## src/rtl/rx_lane_pkg.sv

```systemverilog
// Shared definitions for the RX lane bring-up path: state encodings,
// default timeouts and the lane-status bundle used by the alignment logic.
package rx_lane_pkg;

  localparam logic [2:0] ST_IDLE       = 3'b000;
  localparam logic [2:0] ST_WAIT_BLOCK = 3'b001;
  localparam logic [2:0] ST_CLEAR      = 3'b010;
  localparam logic [2:0] ST_HUNT       = 3'b011;
  localparam logic [2:0] ST_UP         = 3'b100;
  localparam logic [2:0] ST_HOLDOFF    = 3'b101;

  typedef enum logic [2:0] {
    IDLE       = ST_IDLE,
    WAIT_BLOCK = ST_WAIT_BLOCK,
    CLEAR      = ST_CLEAR,
    HUNT       = ST_HUNT,
    UP         = ST_UP,
    HOLDOFF    = ST_HOLDOFF
  } lane_state_e;

  localparam int DEF_META_FRAME_LEN      = 16;
  localparam int DEF_HUNT_TIMEOUT_FRAMES = 8;
  localparam int DEF_MAX_RETRIES         = 3;
  localparam int DEF_HOLDOFF_CYCLES      = 16;
  localparam int DEF_LOSS_CNT_WIDTH      = 8;
  localparam int CLEAR_CYCLES            = 2;

  typedef struct packed {
    logic descr_reset;
    logic descr_passthrough;
    logic resync_req;
    logic lane_up;
  } lane_status_t;

  localparam lane_status_t LANE_STATUS_RST = '{
    descr_reset: 1'b1, descr_passthrough: 1'b0, resync_req: 1'b0, lane_up: 1'b0
  };

endpackage

```

## src/rtl/rx_lane_timer.sv

```systemverilog
// Loadable, saturating, enable-gated up-counter with a terminal-count flag.
// Load wins over enable; the count holds once it reaches tc_val.
module rx_lane_timer #(
  parameter int WIDTH = 4
) (
  input  logic             clk,
  input  logic             rst_n,
  input  logic             load,
  input  logic             en,
  input  logic [WIDTH-1:0] tc_val,
  output logic             tc
);

  logic [WIDTH-1:0] cnt_q, cnt_d;

  assign tc = (cnt_q == tc_val);

  always_comb begin
    cnt_d = cnt_q;
    if (load)
      cnt_d = '0;
    else if (en && !tc)
      cnt_d = cnt_q + WIDTH'(1);
  end

  always_ff @(posedge clk) begin
    if (!rst_n)
      cnt_q <= '0;
    else
      cnt_q <= cnt_d;
  end

endmodule

```

## src/rtl/rx_lane_lock_ctrl.sv

```systemverilog
// Per-lane RX bring-up: sequences descrambler reset/passthrough, retries
// failed hunts and escalates to a block-sync resync request.
//
// state      | meaning
// IDLE       | lane disabled or bypassed, descrambler in reset
// WAIT_BLOCK | waiting for block sync
// CLEAR      | descrambler reset for two clocks before a hunt
// HUNT       | descrambler searching for lock, word timer running
// UP         | lane locked and descrambling
// HOLDOFF    | descrambler held in reset after lock loss or resync
module rx_lane_lock_ctrl
  import rx_lane_pkg::*;
#(
  parameter int META_FRAME_LEN      = DEF_META_FRAME_LEN,
  parameter int HUNT_TIMEOUT_FRAMES = DEF_HUNT_TIMEOUT_FRAMES,
  parameter int MAX_RETRIES         = DEF_MAX_RETRIES,
  parameter int HOLDOFF_CYCLES      = DEF_HOLDOFF_CYCLES,
  parameter int LOSS_CNT_WIDTH      = DEF_LOSS_CNT_WIDTH
) (
  input  logic                      USER_CLK,
  input  logic                      SYSTEM_RESET_N,
  input  logic                      ENABLE,
  input  logic                      BYPASS,
  input  logic                      BLOCK_LOCK,
  input  logic                      DATA_IN_VALID,
  input  logic                      DESCR_NOT_LOCKED,
  output logic                      DESCR_RESET,
  output logic                      DESCR_PASSTHROUGH,
  output logic                      RESYNC_REQ,
  output logic                      LANE_UP,
  output logic [LOSS_CNT_WIDTH-1:0] LOCK_LOSS_CNT,
  output logic [2:0]                STATE_OUT
);

  localparam int HUNT_WORDS = HUNT_TIMEOUT_FRAMES * META_FRAME_LEN;
  localparam int WORD_W     = $clog2(HUNT_WORDS);
  localparam int CYC_W      = $clog2(HOLDOFF_CYCLES);
  localparam int RETRY_W    = $clog2(MAX_RETRIES + 1);

  localparam logic [WORD_W-1:0]  WORD_TC   = WORD_W'(HUNT_WORDS - 1);
  localparam logic [CYC_W-1:0]   HOLD_TC   = CYC_W'(HOLDOFF_CYCLES - 1);
  localparam logic [CYC_W-1:0]   CLEAR_TC  = CYC_W'(CLEAR_CYCLES - 1);
  localparam logic [RETRY_W-1:0] RETRY_MAX = RETRY_W'(MAX_RETRIES);

  lane_state_e               state_q, state_d;
  logic [RETRY_W-1:0]        retry_q, retry_d, retry_inc;
  logic [LOSS_CNT_WIDTH-1:0] loss_q, loss_d;
  lane_status_t              status_q, status_d;
  logic                      resync_d;
  logic                      word_load, word_tc, timeout;
  logic                      cyc_load, cyc_tc;
  logic [CYC_W-1:0]          cyc_tc_val;

  // Word timer is held at zero outside HUNT, so every hunt starts fresh.
  assign word_load = (state_q != HUNT);
  assign timeout   = word_tc && DATA_IN_VALID;

  // One cycle counter serves both CLEAR and HOLDOFF; they are never adjacent.
  assign cyc_load   = !((state_q == CLEAR) || (state_q == HOLDOFF));
  assign cyc_tc_val = (state_q == CLEAR) ? CLEAR_TC : HOLD_TC;

  rx_lane_timer #(.WIDTH(WORD_W)) u_word_timer (
    .clk    (USER_CLK),
    .rst_n  (SYSTEM_RESET_N),
    .load   (word_load),
    .en     (DATA_IN_VALID),
    .tc_val (WORD_TC),
    .tc     (word_tc)
  );

  rx_lane_timer #(.WIDTH(CYC_W)) u_cycle_counter (
    .clk    (USER_CLK),
    .rst_n  (SYSTEM_RESET_N),
    .load   (cyc_load),
    .en     (1'b1),
    .tc_val (cyc_tc_val),
    .tc     (cyc_tc)
  );

  assign retry_inc = retry_q + RETRY_W'(1);

  always_comb begin
    state_d  = state_q;
    retry_d  = retry_q;
    resync_d = 1'b0;
    if (!ENABLE || BYPASS) begin
      state_d = IDLE;
      retry_d = '0;
    end else begin
      case (state_q)
        IDLE: begin
          state_d = WAIT_BLOCK;
          retry_d = '0;
        end
        WAIT_BLOCK: if (BLOCK_LOCK) state_d = CLEAR;
        CLEAR:      if (cyc_tc) state_d = HUNT;
        HUNT: begin
          if (!DESCR_NOT_LOCKED) begin
            state_d = UP;
            retry_d = '0;
          end else if (!BLOCK_LOCK) begin
            state_d = WAIT_BLOCK;
          end else if (timeout) begin
            if (retry_inc == RETRY_MAX) begin
              state_d  = HOLDOFF;
              retry_d  = '0;
              resync_d = 1'b1;
            end else begin
              state_d = CLEAR;
              retry_d = retry_inc;
            end
          end
        end
        UP:      if (DESCR_NOT_LOCKED || !BLOCK_LOCK) state_d = HOLDOFF;
        HOLDOFF: if (cyc_tc) state_d = WAIT_BLOCK;
        default: state_d = IDLE;
      endcase
    end
  end

  always_comb begin
    loss_d = loss_q;
    if ((state_q == UP) && (state_d == HOLDOFF) && (loss_q != '1))
      loss_d = loss_q + LOSS_CNT_WIDTH'(1);
  end

  // Outputs decode the next state so they line up with the state register.
  always_comb begin
    status_d.descr_reset       = !((state_d == HUNT) || (state_d == UP));
    status_d.descr_passthrough = (state_d == IDLE) && BYPASS;
    status_d.resync_req        = resync_d;
    status_d.lane_up           = (state_d == UP);
  end

  always_ff @(posedge USER_CLK) begin
    if (!SYSTEM_RESET_N) begin
      state_q  <= IDLE;
      retry_q  <= '0;
      loss_q   <= '0;
      status_q <= LANE_STATUS_RST;
    end else begin
      state_q  <= state_d;
      retry_q  <= retry_d;
      loss_q   <= loss_d;
      status_q <= status_d;
    end
  end

  assign DESCR_RESET       = status_q.descr_reset;
  assign DESCR_PASSTHROUGH = status_q.descr_passthrough;
  assign RESYNC_REQ        = status_q.resync_req;
  assign LANE_UP           = status_q.lane_up;
  assign LOCK_LOSS_CNT     = loss_q;
  assign STATE_OUT         = state_q;

endmodule

```

## config.mk

```make
export PLATFORM = sky130hd
export DESIGN_NAME = rx_lane_lock_ctrl
export DESIGN_NICKNAME = d
export VERILOG_FILES = /design/src/rtl/rx_lane_pkg.sv /design/src/rtl/rx_lane_timer.sv /design/src/rtl/rx_lane_lock_ctrl.sv
export SDC_FILE = /design/constraint.sdc
export NUM_CORES = 1
export LEC_CHECK = 0
export CORE_MARGIN = 3
export CORE_UTILIZATION = 50
export CTS_CLUSTER_SIZE = 12
export DETAILED_ROUTE_END_ITERATION = 12
export HOLD_SLACK_MARGIN = 0.15
export MAX_ROUTING_LAYER = met4
export PLACE_DENSITY = 0.74
export SYNTH_ARGS = -nofsm -noshare
export SYNTH_HDL_FRONTEND = slang
export SYNTH_HIERARCHICAL = 1
export SYNTH_SLANG_ARGS = --single-unit
```

## constraint.sdc

```tcl
create_clock -name USER_CLK -period 4.7 [get_ports USER_CLK]
set_input_delay 0.705 -clock USER_CLK [delete_from_list [all_inputs] [get_ports USER_CLK]]
set_output_delay 0.705 -clock USER_CLK [all_outputs]
set_load 0.03 [all_outputs]
```

==> results.yml <==
timing:
  slew_viol_final: 0
  fmax_ghz: 0.3616
  layout_setup_ws_ns: 1.934
  fin_crit_sh: 0.5884
  setup_viol: 0
  finalCriticalPeriod_ns: 2.766
  fin_hold_ws_ns: 0.4930
  worst_clock_skew_ns: 0.007383
  grt_setup_unrepaired: "false"
  finalHoldViolations: 0
  slew_headroom: 0.4238
  worst_pin_slew_ns: 0.8625
  finalSetupTns_ns: 0
die:
  core_sq_mm: 0.002900
  initial_core_util: 0.5548
  rows: 19
  fp.dieArea_sq_mm: 0.003935
  die_y_um: 62.73
  die_w_um: 62.73
  io_pins: 22
power_and_ir_drop:
  switching_share: 0.2296
  p_per_area_mw_per_mm2: 202.4
  power_uw: 388.4
  p_leak_nw: 0.7116
  power.switching_uw: 89.18
  p_int_uw: 299.2
  p_comb_frac: 0.085
  p_seq_frac: 0.618
  p_clk_frac: 0.297
  peakVddDrop_mv: 0.1316
placed_design:
  place_congestion: 0.7538
  dp_hpwl_um: 2505
  placement.io_buffers: 21
  dp_slack_ns: 1.967
synthesis:
  synth_area_sq_mm: 0.001609
  async_flop_share: 0
  yosysMostFrequentCell: "dfxtp_1"
  netlist.area_leader.share: 0.3484
  synth-seq-area-share: 0.3484
  synth_top_cell_by_area: "dfxtp_1"
  yosys-top-cells-count: "dfxtp_1, nand2_1, a21oi_1"
  synth_edf_count: 0
  ys_top_cells_by_area: "dfxtp_1, xor2_1, a21oi_1, mux2i_1, nand2b_1"
  synth_cell_types: 45
  synth_seq_cells: 28
  netlist_instances: 182
  synth_ff_type: "dfxtp_1"
  synth.avg_cell_area_sq_um: 8.841
  yosysWarnings: 6
detailed_routing:
  topRoutingLayerUsed: "met4"
  wl_met3_um: 134
  drt-met1-wl_um: 1544
  drc: 0
  wl_met2_um: 1511
  drt-initial-drc-count: 50
  drt-pass1-iter-count: 4
  via_per_inst: 5.453
  drtAntennaViolNets: 0
  drt_wl_total_um: 3207
  drt-wirelength-per-cell_um: 12.63
  dr_total_vias: 1385
run:
  maxCapViolCount: 0
critical_path:
  worst_ep_arrival_time_ns: 3.03
  crit_slowest_cell: "dfxtp_1"
  r2r_end: "LOCK_LOSS_CNT[5]"
  timing.reg2reg.setup_slack_ns: 1.93
  startpoint_type: "flip-flop"
  r2r_cells: 8
  endpoint_kind: "flip-flop"
  timing.rr.start: "STATE_OUT[1]"
  critPathKind: "flip-flop to flip-flop"
  cp_cell_sequence: "nand3_1 > xor2_1 > nor4_1 > or2b_1 > a32oi_1 > a2bb2oi_2 > or4_1 > a21oi_1"
  cpPeakStageDelay_ns: 0.54
  critPathRequiredTime_ns: 4.96
  cp_max_fo: 18
layout:
  nets: 223
  drive_gt1_frac: 0.1038
  area_growth_pct: 19.28
  final_util: 0.6618
  antenna_cells: 0
clocking:
  post_cts_resized: 0
  path_clk_slew_ns: 0.15
  cts_tree: "built"
  cts-root-buf: "clkbuf_4"
  cts.path.max_buffers: 2
  postCtsHoldBufs: 0
  clk-insertion-delay-late_ns: 0.32
  cts.sinks: 28
  post_cts_buffers: 0
  htree_levels: 1
  cts_inserted_buffers: 3
min_path:
  hold_end: "u_word_timer/cnt_q[6]"
  hold_path.class: "flip-flop to flip-flop"
  hp-start: "u_word_timer/cnt_q[6]"
  hold_path_depth: 2
grt:
  grt_overflow: 0
  grt_pass1_wl_um: 5651
  grt_usage: 0.1769
  grt_pass1_vias: 1296
  grt_max_degree: 19
  antenna_found_initial: 0
outcome:
  status: "complete, no violations"
-- routing by layer --
| metal | track usage | vias to the layer above |
|---|---|---|
| met5 | - | - |
| met3 | 0.03237 | 2 |
| met1 | 0.2203 | 645 |
| li1 | - | 703 |
| met2 | 0.2929 | 35 |
| met4 | 0.04959 | 0 |
-- kinds of logic after synthesis --
| group | after synthesis | share of synthesized area |
|---|---|---|
| simple gates | 77 | 0.2924 |
| fa+ha+maj | 3 | 0.02333 |
| flops | 28 | 0.3484 |
| buf+inv | 10 | 0.02799 |
| other cells | 1 | 0.002331 |
| mux | 8 | 0.04977 |
| xor+xnor | 12 | 0.06999 |
| compound gates | 43 | 0.1858 |
-- power groups by stage --
stage | clock, mW | combinational (mW) | sequential, mW
after floorplan | 0 | 0.0185 | 0.247
after global placement | 0 | 0.0321 | 0.245
after detailed placement | 0 | 0.0327 | 0.245
after CTS | 0.122 | 0.0329 | 0.240
after global routing | 0.132 | 0.0362 | 0.240
final | 0.115 | 0.0331 | 0.240
-- critical path: cells and delay by family, from the launching register on --
family                    cells  cell delay, ns
DFF                           1            0.54
and+or+nand+nor               4            1.39
xor gates and xnor gates      1            0.24
AOI/OAI and AO/OA             3            0.54
-- per-stage QoR --
step | std cells | instance area (sq um)
2_1_floorplan | 190 | 1639
3_3_place_gp | 250 | 1883
3_5_place_dp | 250 | 1883
4_1_cts | 254 | 1919
5_1_grt | 254 | 1919
6_report | 254 | 1919
-- placed cells by master (no fill, tap or decap), types with 2 or more instances in the layout --
cell type         n
or4_2             2
nand2_1          18
o31ai_1           2
o221a_2           2
nand4_1           4
dfxtp_1          28
o21ai_0           9
xor2_1           11
clkdlybuf4s50_1  21
inv_1             7
clkbuf_4          3
a211oi_1          2
mux2i_1           8
and2_1            2
a21boi_0          2
or3_1             2
conb_1            9
or3_2             4
nor2b_1           6
nand2b_1         11
nand3_1           9
and3_1            3
ha_1              3
a21oi_1          17
nor3_1            3
nor2_1            4
-- state kept, by name, summed over array words and instances, names as in the netlist, 2 cells and up --
signal	count
LOCK_LOSS_CNT	8
u_word_timer/cnt_q	7
u_cycle_counter/cnt_q	4
STATE_OUT	3
retry_q	2
-- final cells by class --
| class | count | area, sq um |
|---|---|---|
| fill | 267 | 980.9 |
| timing repair buffer | 21 | 210.2 |
| multi-input combinational | 152 | 1033 |
| inverter | 7 | 26.28 |
| sequential | 28 | 560.5 |
| clock buffer | 4 | 36.28 |
| tap | 42 | 52.55 |
-- how the worst max path moves through the flow --
stage / startpoint / to / slack (ns) / depth (start not counted)
4_1_cts: STATE_OUT[1] / LOCK_LOSS_CNT[5] / 1.94 / 8
3_3_place_gp: STATE_OUT[1] / LOCK_LOSS_CNT[5] / 2.11 / 8
6_report: STATE_OUT[1] / LOCK_LOSS_CNT[5] / 1.93 / 8
3_5_place_dp: STATE_OUT[1] / LOCK_LOSS_CNT[5] / 1.97 / 8
5_1_grt: STATE_OUT[1] / LOCK_LOSS_CNT[5] / 1.73 / 8
2_1_floorplan: STATE_OUT[1] / LOCK_LOSS_CNT[5] / 2.07 / 8
Note: power is estimated with default switching activity, not from simulation.
